[config.mk]
export PLATFORM = sky130hd
export DESIGN_NAME = counter_bcd_modn
export DESIGN_NICKNAME = d
export VERILOG_FILES = /design/src/rtl/counter_bcd_modn.sv
export SDC_FILE = /design/constraint.sdc
export NUM_CORES = 1
export LEC_CHECK = 0
export CAP_MARGIN = 0
export CORE_AREA = 2 2 91 49
export CTS_CLUSTER_DIAMETER = 120
export DETAILED_ROUTE_END_ITERATION = 10
export DIE_AREA = 0 0 93 51
export GPL_ROUTABILITY_DRIVEN = 0
export PLACE_DENSITY = 0.55
export SLEW_MARGIN = 25
export SYNTH_ARGS = -nofsm -noshare
export SYNTH_HDL_FRONTEND = slang
export SYNTH_SLANG_ARGS = --single-unit
[constraint.sdc]
create_clock -name clock -period 3 [get_ports clock]
set_clock_uncertainty 0.15 [all_clocks]
set_input_delay 0.9 -clock clock [delete_from_list [all_inputs] [get_ports clock]]
set_output_delay 0.9 -clock clock [all_outputs]
set_load 0.02 [all_outputs]
[src/rtl/counter_bcd_modn.sv]
// Two-digit BCD down-counter stage with parametrised modulus (2..100),
// validated parallel load and cascade borrow (tc -> en of the next stage).
// Optional build macro: COUNTER_BCD_MODN_HOLD_EN -- saturate at 00 instead of
// wrapping to MODULUS-1 (tc still asserts at 00 as a "timer expired" flag).
module counter_bcd_modn #(
    parameter int unsigned MODULUS     = 60,
    parameter int unsigned RESET_VALUE = 0
) (
    input  logic       clock,
    input  logic       clearn,
    input  logic       loadn,
    input  logic       en,
    input  logic [7:0] data,
    output logic [3:0] digit_tens,
    output logic [3:0] digit_ones,
    output logic       tc,
    output logic       zero
);

    localparam int unsigned DIGIT_W = 4;
    localparam int unsigned BIN_W   = 8;

    // Highest count (MODULUS-1) and reset value, split into BCD digits.
    localparam logic [DIGIT_W-1:0] MAX_TENS = DIGIT_W'((MODULUS - 1) / 10);
    localparam logic [DIGIT_W-1:0] MAX_ONES = DIGIT_W'((MODULUS - 1) % 10);
    localparam logic [DIGIT_W-1:0] RST_TENS = DIGIT_W'(RESET_VALUE / 10);
    localparam logic [DIGIT_W-1:0] RST_ONES = DIGIT_W'(RESET_VALUE % 10);
    localparam logic [BIN_W-1:0]   MOD_BIN  = BIN_W'(MODULUS);
    localparam logic [DIGIT_W-1:0] NINE     = DIGIT_W'(9);

    // Reject illegal configurations at elaboration.
    if (MODULUS < 2 || MODULUS > 100) begin : g_bad_modulus
        $error("counter_bcd_modn: MODULUS must be in 2..100");
    end
    if (RESET_VALUE >= MODULUS) begin : g_bad_reset_value
        $error("counter_bcd_modn: RESET_VALUE must be below MODULUS");
    end

    logic [DIGIT_W-1:0] tens_q, tens_d;
    logic [DIGIT_W-1:0] ones_q, ones_d;
    logic [BIN_W-1:0]   load_bin;
    logic               load_ok;
    logic               digits_bad;

    // Load validation: both nibbles decimal and value inside the modulus range.
    always_comb begin
        load_bin = BIN_W'(data[7:4]) * BIN_W'(10) + BIN_W'(data[3:0]);
        load_ok  = (data[7:4] <= NINE) && (data[3:0] <= NINE) && (load_bin < MOD_BIN);
    end

    // Non-decimal digits can only appear if forced; next count recovers to MODULUS-1.
    always_comb begin
        digits_bad = (tens_q > NINE) || (ones_q > NINE);
    end

    // Next-count selection: load > count > hold (reset handled in the register).
    always_comb begin
        tens_d = tens_q;
        ones_d = ones_q;
        if (!loadn) begin
            if (load_ok) begin
                tens_d = data[7:4];
                ones_d = data[3:0];
            end else begin
                tens_d = MAX_TENS;
                ones_d = MAX_ONES;
            end
        end else if (en) begin
            if (digits_bad) begin
                tens_d = MAX_TENS;
                ones_d = MAX_ONES;
            end else if (ones_q != '0) begin
                ones_d = ones_q - DIGIT_W'(1);
            end else if (tens_q != '0) begin
                ones_d = NINE;
                tens_d = tens_q - DIGIT_W'(1);
            end else begin
`ifdef COUNTER_BCD_MODN_HOLD_EN
                tens_d = tens_q;
                ones_d = ones_q;
`else
                tens_d = MAX_TENS;
                ones_d = MAX_ONES;
`endif
            end
        end
    end

    // Digit registers with asynchronous reset to RESET_VALUE.
    always_ff @(posedge clock or negedge clearn) begin
        if (!clearn) begin
            tens_q <= RST_TENS;
            ones_q <= RST_ONES;
        end else begin
            tens_q <= tens_d;
            ones_q <= ones_d;
        end
    end

    // Registered digits out; zero and borrow follow them combinationally.
    always_comb begin
        digit_tens = tens_q;
        digit_ones = ones_q;
        zero       = (tens_q == '0) && (ones_q == '0);
        tc         = en & loadn & zero;
    end

endmodule

==> results of run 1 <==
==> final timing paths <==
| kind | endpoint | slack [ps] | cells past startpoint |
|---|---|---|---|
| worst max-delay path | digit_ones[2] | -50 | 11 |
| worst min-delay path | digit_ones[0] | 430 | 1 |
| worst max register to register | digit_tens[3] | 870 | 8 |
| worst min register to register | digit_ones[0] | 430 | 1 |
| max in group asynchronous | digit_ones[0] | 1600 | 1 |
| min in group asynchronous | digit_tens[1] | 820 | 1 |
==> kinds of logic (layout without fill, tap and decap cells) <==
family | after synthesis | after routing
AO/OA/AOI/OAI | 26 | 26
adder cells (fa/ha/maj) | 12 | 12
multiplexers | 2 | 2
XOR/XNOR | 5 | 5
buffers and inverters | 10 | 54
AND/OR/NAND/NOR | 38 | 38
flip-flops | 8 | 8
==> through the flow <==
stage	hold slack [ps]	utilization [%]	setup TNS, ps	worst slack [ps]	cell area [sq um]
global placement	428	32.0	-5060	-623	1310
detailed placement	446	32.0	-5980	-774	1310
global route	491	35.6	-426	-122	1460
floorplan	454	-	-4.20	-4.20	913
finish	435	35.6	-48.2	-48.2	1460
CTS	438	34.6	-120	-70.5	1410
==> worst max-delay path, cell delays in order <==
cell and delay (ps):
sky130_fd_sc_hd__buf_8 100, sky130_fd_sc_hd__ha_4 240, sky130_fd_sc_hd__ha_4 150, sky130_fd_sc_hd__fa_1 470
sky130_fd_sc_hd__and4bb_2 240, sky130_fd_sc_hd__o211ai_1 100, sky130_fd_sc_hd__a21oi_2 110, sky130_fd_sc_hd__o21ai_2 230
sky130_fd_sc_hd__nor3_4 60, sky130_fd_sc_hd__buf_6 140, sky130_fd_sc_hd__a221o_1 280
==> synth_stat cells <==
| cell | number |
|---|---|
| sky130_fd_sc_hd__ha_1 | 10 |
| sky130_fd_sc_hd__inv_1 | 10 |
| sky130_fd_sc_hd__nand2_1 | 10 |
| sky130_fd_sc_hd__dfrtp_1 | 8 |
| sky130_fd_sc_hd__nor2_1 | 8 |
| sky130_fd_sc_hd__a21oi_1 | 7 |
| sky130_fd_sc_hd__nor3_1 | 5 |
| sky130_fd_sc_hd__nand3_1 | 3 |
| sky130_fd_sc_hd__xor2_1 | 3 |
| sky130_fd_sc_hd__a21o_1 | 2 |
| sky130_fd_sc_hd__a31o_2 | 2 |
| sky130_fd_sc_hd__fa_1 | 2 |
| sky130_fd_sc_hd__nand2b_1 | 2 |
| sky130_fd_sc_hd__o21ai_0 | 2 |
| sky130_fd_sc_hd__o21bai_1 | 2 |
| sky130_fd_sc_hd__xnor2_1 | 2 |
| sky130_fd_sc_hd__a211o_1 | 1 |
| sky130_fd_sc_hd__a211oi_1 | 1 |
| sky130_fd_sc_hd__a21oi_2 | 1 |
| sky130_fd_sc_hd__a221o_1 | 1 |
| sky130_fd_sc_hd__a221oi_1 | 1 |
| sky130_fd_sc_hd__a221oi_4 | 1 |
| sky130_fd_sc_hd__and3_1 | 1 |
| sky130_fd_sc_hd__and4_1 | 1 |
| sky130_fd_sc_hd__and4bb_2 | 1 |
| sky130_fd_sc_hd__mux2_2 | 1 |
| sky130_fd_sc_hd__mux2i_1 | 1 |
| sky130_fd_sc_hd__nand4_1 | 1 |
| sky130_fd_sc_hd__nor2b_1 | 1 |
| sky130_fd_sc_hd__nor3_4 | 1 |
| sky130_fd_sc_hd__nor4_1 | 1 |
| sky130_fd_sc_hd__nor4b_4 | 1 |
| sky130_fd_sc_hd__o211ai_1 | 1 |
| sky130_fd_sc_hd__o21ai_1 | 1 |
| sky130_fd_sc_hd__o22ai_1 | 1 |
| sky130_fd_sc_hd__o31a_1 | 1 |
| sky130_fd_sc_hd__o31ai_1 | 1 |
| sky130_fd_sc_hd__or2_2 | 1 |
| sky130_fd_sc_hd__or3_1 | 1 |
==> power groups by stage <==
stage / clock, mW / combinational (mW) / sequential [mW]
final: 0.129 / 0.561 / 0.204
after CTS: 0.132 / 0.548 / 0.203
after detailed placement: 0 / 0.521 / 0.203
after global placement: 0 / 0.516 / 0.200
after floorplan: 0 / 0.271 / 0.246
after global routing: 0.140 / 0.611 / 0.213
==> flip-flops by register name (all words and copies together), names as in the netlist <==
| signal | count |
|---|---|
| digit_ones | 4 |
| digit_tens | 4 |
==> routing by layer <==
layer,track usage (%),vias to the layer above,part of all wire [%]
met4,1.72,0,0.23
met2,18.0,25,43
met5,0,-,0
li1,-,460,-
met3,4.87,2,6.1
met1,16.0,446,51
==> what timing repair did <==
item / 4_1_cts / 5_1_grt
gates cloned: 0 / 0
resized for setup: 29 / 8
pin swaps: 9 / 9
setup buffers: 4 / 1
endpoints found under the setup margin: 9 / 10
==> layout make-up <==
cell class / instances / share of cell area (%)
Multi-Input combinational cell: 83 / 50.6
Timing Repair Buffer: 41 / 25.4
Sequential cell: 8 / 13.8
Tap cell: 57 / 4.90
Clock buffer: 3 / 2.84
Inverter: 10 / 2.58
==> metrics.log, run 1 <==
[metrics] P_int: 0.511 mW
[metrics] total of buffers placed on input and output ports: 21
[metrics] synthesized cell area: 885 sq um
[metrics] setup slack after layout: -48.2 ps
[metrics] pin count of the biggest net entering global routing: 9
[metrics] Synthesis Warnings: 0
[metrics] outcome: complete, but fails checks
[metrics] static leakage: 0.665 nW
[metrics] starting density of the core: 21.7%
[metrics] relative contribution of combinational cells to total power: 62.7%
[metrics] Crit Path Class: in2reg
[metrics] Seq/Total Area, Yosys: 22.6%
[metrics] number of nets still failing antenna checks after routing: 0
[metrics] number of antenna violations at the first check in global routing: 0
[metrics] Net Sw Frac: between 40% and 50%
[metrics] total gr overflow: 0
[metrics] final wirelength: 2600 um
[metrics] sequential fraction of design power: roughly 23%
[metrics] net switching power of the design: 0.383 mW
[metrics] DP Wirelength: 2050 um
[metrics] violated checks: negative setup slack
[metrics] maximum root-to-sink buffer count: 2
[metrics] diode insertion count for antenna repair: 0
[metrics] sequential cell area: ~200 sq um
[metrics] die height: 51 um
[metrics] startpoint type of the worst setup path: input port
[metrics] number of rows created at floorplan: 17
[metrics] share of the clock period used by the worst path: 102%
[metrics] vias after detailed routing: 933
[metrics] CTS clk-pin slew, worst paths: roughly 40 ps
[metrics] overall power after layout: between 0.8 and 0.9 mW
[metrics] Post-Syn Nets: 125
[metrics] first-pass GRT wire length: approximately 4300 um
[metrics] DIE AREA: 4740 sq um
[metrics] post-route insts no fill: 202
[metrics] r2r startpoint: digit_ones[0]
[metrics] Post-CTS Hold Fix Bufs: 0
[metrics] critical path data arrival time: 3010 ps
[metrics] multi-input gate area in the final layout: about 740 sq um
[metrics] chip width: 93 um
[metrics] total clock buffers created by CTS: 3
[metrics] detailed-route wire length per cell: approximately 13 um
[metrics] fraction of the mapped netlist area in simple logic gates: 24.8%
[metrics] proportion of power drawn by the clock network: 14.5%
[metrics] largest area contributor in the netlist: sky130_fd_sc_hd__dfrtp_1
[metrics] Min-Delay Path Class: reg2reg
[metrics] Final Setup Violations: 1
[metrics] via density per instance: between 4 and 5
[metrics] max-slew violation count: 0
[metrics] Synth Area in Compound Gates: 22.3%
[metrics] worst slew margin relative to its limit: 73.0%
[metrics] post-synthesis adder-cell area fraction: 18.7%
[metrics] area of the core: 4080 sq um
[metrics] fmax: 328 MHz
[metrics] critical path launch point: data[5]
[metrics] number of max-cap violations: 0
[metrics] mean area per synthesized cell: roughly 9 sq um
[metrics] final net count: 171
[metrics] combinational family with the most area after synthesis: simple AND/OR/NAND/NOR gates
[metrics] area fraction of the dominant cell type after synthesis: between 20 and 25%
[metrics] total number of clock tree sinks: 8
[metrics] via count of the first global-routing pass: about 880
[metrics] number of fill cells: 414
[metrics] power per standard cell area: 615 nW/um^2
[metrics] clock latency reported for the late side of the worst-skew pair: 230 ps
[metrics] CTS root buffer: sky130_fd_sc_hd__clkbuf_8
[metrics] H-tree depth: 1
[metrics] top cells by area, synth: sky130_fd_sc_hd__dfrtp_1, sky130_fd_sc_hd__ha_1, sky130_fd_sc_hd__fa_1
[metrics] cell count after placement: 194
[metrics] drt drc: 0
[metrics] count of final hold-check violations: 0
[metrics] share of cells above drive strength 1: 33.8%
[metrics] Crit Path Max Fanout: 3
[metrics] number of top-level pins: 22
[metrics] Overall Global Routing Usage: about an eighth
[metrics] distinct cell type count after synthesis: 39
[metrics] Least-Margin Pin Slew: ~400 ps
[metrics] commonest non-fill, non-tap cell in the layout: sky130_fd_sc_hd__buf_4
[metrics] unrepaired setup endpoints after global routing: true
[metrics] start point of the worst min-delay path: digit_ones[0]
[metrics] number of register bits inferred by synthesis: 8
[metrics] Peak supply drop: 0.000231 V
[metrics] most used cells in the layout excluding fill and tap cells: sky130_fd_sc_hd__buf_4, sky130_fd_sc_hd__clkdlybuf4s50_1, sky130_fd_sc_hd__inv_1, sky130_fd_sc_hd__nand2_1
[metrics] synthesis-to-finish area growth: 64.5%
[metrics] shortest clock period the worst path allows after layout: 3050 ps
[metrics] Iteration-0 DRC Markers: 43
[metrics] XOR/XNOR Fraction of Synth Area: 4.95%
[metrics] required time worst endpoint: 2960 ps
[metrics] first-pass detailed-route iteration total: 4
[metrics] type of element capturing the critical path: flop
[metrics] clock tree from TritonCTS: yes
[metrics] Cells after Synth: between 100 and 150
[metrics] share of cell area taken by muxes after synthesis: 2.40%
No activity file was read; power rests on OpenSTA's default activity.
==> inputs of run 2 (changes only) <==
- CORE_AREA: 2 2 91 49 -> 5 5 94 52
- DIE_AREA: 0 0 93 51 -> 0 0 99 57
==> metrics.log, run 2 (same netlist as run 1, synthesis figures left out) <==
[metrics] Iteration-0 DRC Markers: 49 (was 43)
[metrics] CP Cell Sequence: buf_8 -> ha_4 -> ha_4 -> fa_1 -> and4bb_2 -> o211ai_1 -> a21oi_2 -> o21ai_2 -> nor3_4 -> buf_6 -> a221o_1 (unchanged)
[metrics] pin count of the biggest net entering global routing: 9 (unchanged)
[metrics] Crit Path Max Fanout: 3 (unchanged)
[metrics] power per standard cell area: 596 nW/um^2 (was 615 nW/um^2)
[metrics] shortest clock period the worst path allows after layout: 3020 ps (was 3050 ps)
[metrics] highest-delay cell along the critical path: sky130_fd_sc_hd__fa_1 (unchanged)
[metrics] CTS root buffer: sky130_fd_sc_hd__clkbuf_8 (unchanged)
[metrics] startpoint type of the worst setup path: input port (unchanged)
[metrics] number of top-level pins: 22 (unchanged)
[metrics] final net count: 172 (was 171)
[metrics] worst slew margin relative to its limit: 72.1% (was 73.0%)
[metrics] delay contributed by the slowest stage of the critical path: 460 ps (was 470 ps)
[metrics] number of rows created at floorplan: 17 (unchanged)
[metrics] type of element capturing the critical path: flop (unchanged)
[metrics] static leakage: 0.679 nW (was 0.665 nW)
[metrics] number of max-cap violations: 0 (unchanged)
[metrics] first-pass GRT wire length: 4090 um (was 4280 um)
[metrics] via count of the first global-routing pass: 900 (was 883)
[metrics] total clock buffers created by CTS: 3 (unchanged)
[metrics] share of the clock period used by the worst path: 101% (was 102%)
[metrics] drt drc: 0 (unchanged)
[metrics] DP Wirelength: 2020 um (was 2050 um)
[metrics] H-tree depth: 1 (unchanged)
[metrics] Post-CTS Hold Fix Bufs: 0 (unchanged)
[metrics] violated checks: negative setup slack (unchanged)
[metrics] total of buffers placed on input and output ports: 21 (unchanged)
[metrics] total number of clock tree sinks: 8 (unchanged)
[metrics] max-slew violation count: 0 (unchanged)
[metrics] cell repeated most along the worst path: sky130_fd_sc_hd__ha_4 (unchanged)
[metrics] vias after detailed routing: 880 (was 933)
[metrics] Overall Global Routing Usage: 9.06% (was 11.8%)
[metrics] post-place instance area: 1310 sq um (unchanged)
[metrics] first-pass detailed-route iteration total: 4 (unchanged)
[metrics] outcome: complete, but fails checks (unchanged)
[metrics] clock latency reported for the late side of the worst-skew pair: 230 ps (about the same)
[metrics] Buffers & Inverters on Critical Path: 2 (unchanged)
[metrics] number of antenna violations at the first check in global routing: 0 (unchanged)
[metrics] Peak supply drop: 0.000260 V (was 0.000231 V)
[metrics] DIE AREA: 5640 sq um (was 4740 sq um)
[metrics] worst setup slack before clock tree synthesis: -754 ps (was -774 ps)
[metrics] required time worst endpoint: 2960 ps (about the same)
[metrics] diode insertion count for antenna repair: 0 (unchanged)
[metrics] die height: 57 um (was 51 um)
[metrics] synthesis-to-finish area growth: 69.3% (was 64.5%)
[metrics] fmax: 331 MHz (was 328 MHz)
[metrics] final wirelength: 2510 um (was 2600 um)
[metrics] detailed-route wire length per cell: 12.4 um (was 12.9 um)
[metrics] via density per instance: 4.33 (was 4.62)
[metrics] Final Setup Violations: 1 (unchanged)
[metrics] area of the core: 4110 sq um (was 4080 sq um)
[metrics] total gr overflow: 0 (unchanged)
[metrics] maximum root-to-sink buffer count: 2 (unchanged)
[metrics] number of nets still failing antenna checks after routing: 0 (unchanged)
[metrics] CTS clk-pin slew, worst paths: 40 ps (about the same)
[metrics] clock tree from TritonCTS: yes (unchanged)
[metrics] setup slack after layout: -16.8 ps (was -48.2 ps)
[metrics] most used cells in the layout excluding fill and tap cells: sky130_fd_sc_hd__buf_4, sky130_fd_sc_hd__clkdlybuf4s50_1, sky130_fd_sc_hd__inv_1, sky130_fd_sc_hd__nand2_1 (unchanged)
[metrics] unrepaired setup endpoints after global routing: true (unchanged)
[metrics] count of final hold-check violations: 0 (unchanged)
[metrics] end-of-flow core utilization: 36.5% (was 35.6%)
[metrics] Least-Margin Pin Slew: 417 ps (was 404 ps)
[metrics] chip width: 99 um (was 93 um)
[metrics] kind of cell adding the most delay to the critical path: adder cells (unchanged)
[metrics] Min-Delay Path Class: reg2reg (unchanged)
[metrics] critical path data arrival time: 2980 ps (was 3010 ps)
[metrics] Crit Path Class: in2reg (unchanged)
[metrics] commonest non-fill, non-tap cell in the layout: sky130_fd_sc_hd__buf_4 (unchanged)
[metrics] starting density of the core: 21.5% (was 21.7%)
[metrics] share of cells above drive strength 1: 37.7% (was 33.8%)
[metrics] Finished Cell Area: 1500 sq um (was 1460 sq um)
-- run 2: worst paths after layout --
| path | from | endpoint | slack [ps] | cells past startpoint |
|---|---|---|---|---|
| setup reg to reg | digit_tens[0] | digit_ones[3] | 810 | 8 |
| setup / recovery | data[5] | digit_ones[2] | -20 | 11 |
| min in group asynchronous | clearn | digit_tens[1] | 820 | 1 |
| max in group asynchronous | clearn | digit_ones[3] | 1590 | 1 |
| hold / removal | digit_ones[0] | digit_ones[0] | 420 | 1 |
| hold reg to reg | digit_ones[0] | digit_ones[0] | 420 | 1 |
-- run 2: area by class of cell --
cell class	instances	area, sq um
Fill cell	409	2610
Multi-Input combinational cell	83	766
Timing Repair Buffer	42	382
Sequential cell	8	200
Tap cell	57	71.3
Clock buffer	3	41.3
Inverter	10	37.5
-- run 2: metal layers --
layer | vias up | global-route usage (%) | share of wire (%)
met5 | - | 0 | 0
met4 | 0 | 0 | 0
met3 | 0 | 4.15 | 5.4
met2 | 15 | 13.9 | 42
met1 | 408 | 12.5 | 52
li1 | 457 | - | -
-- run 2: metrics by stage --
step,hold slack [ps],std cells,TNS [ps],power (mW)
3_3_place_gp,424,194,-5100,0.710
5_1_grt,463,203,-70.2,0.952
2_1_floorplan,454,101,-4.20,0.516
4_1_cts,428,203,-51.3,0.881
3_5_place_dp,437,194,-5620,0.714
6_report,415,203,-16.8,0.893
-- run 2: timing repair --
item,4_1_cts,5_1_grt
setup buffers,6,1
pin swaps,10,13
setup endpoints to repair,9,8
gates resized for setup,32,13
-- run 2: where the power goes --
group	internal, mW	leakage [nW]	switching, mW
Combinational	0.277	0.564	0.287
Sequential	0.149	0.0941	0.0478
Clock	0.0872	0.0216	0.0447
Total	0.513	0.679	0.380
-- run 2: worst register-to-register path, stage by stage (launching register included) --
cell and delay, ps:
sky130_fd_sc_hd__dfrtp_1 430, sky130_fd_sc_hd__inv_1 80, sky130_fd_sc_hd__ha_1 210, sky130_fd_sc_hd__o21bai_1 140
sky130_fd_sc_hd__a221oi_4 420, sky130_fd_sc_hd__nand2_1 190, sky130_fd_sc_hd__nor2_1 220, sky130_fd_sc_hd__a31o_2 190
sky130_fd_sc_hd__nor3_1 50
==> inputs of run 3 (changes only) <==
- HOLD_SLACK_MARGIN: unset -> 0.02
==> results of run 3 <==
No change in the layout: final DEF, timing and power equal those of run 2.
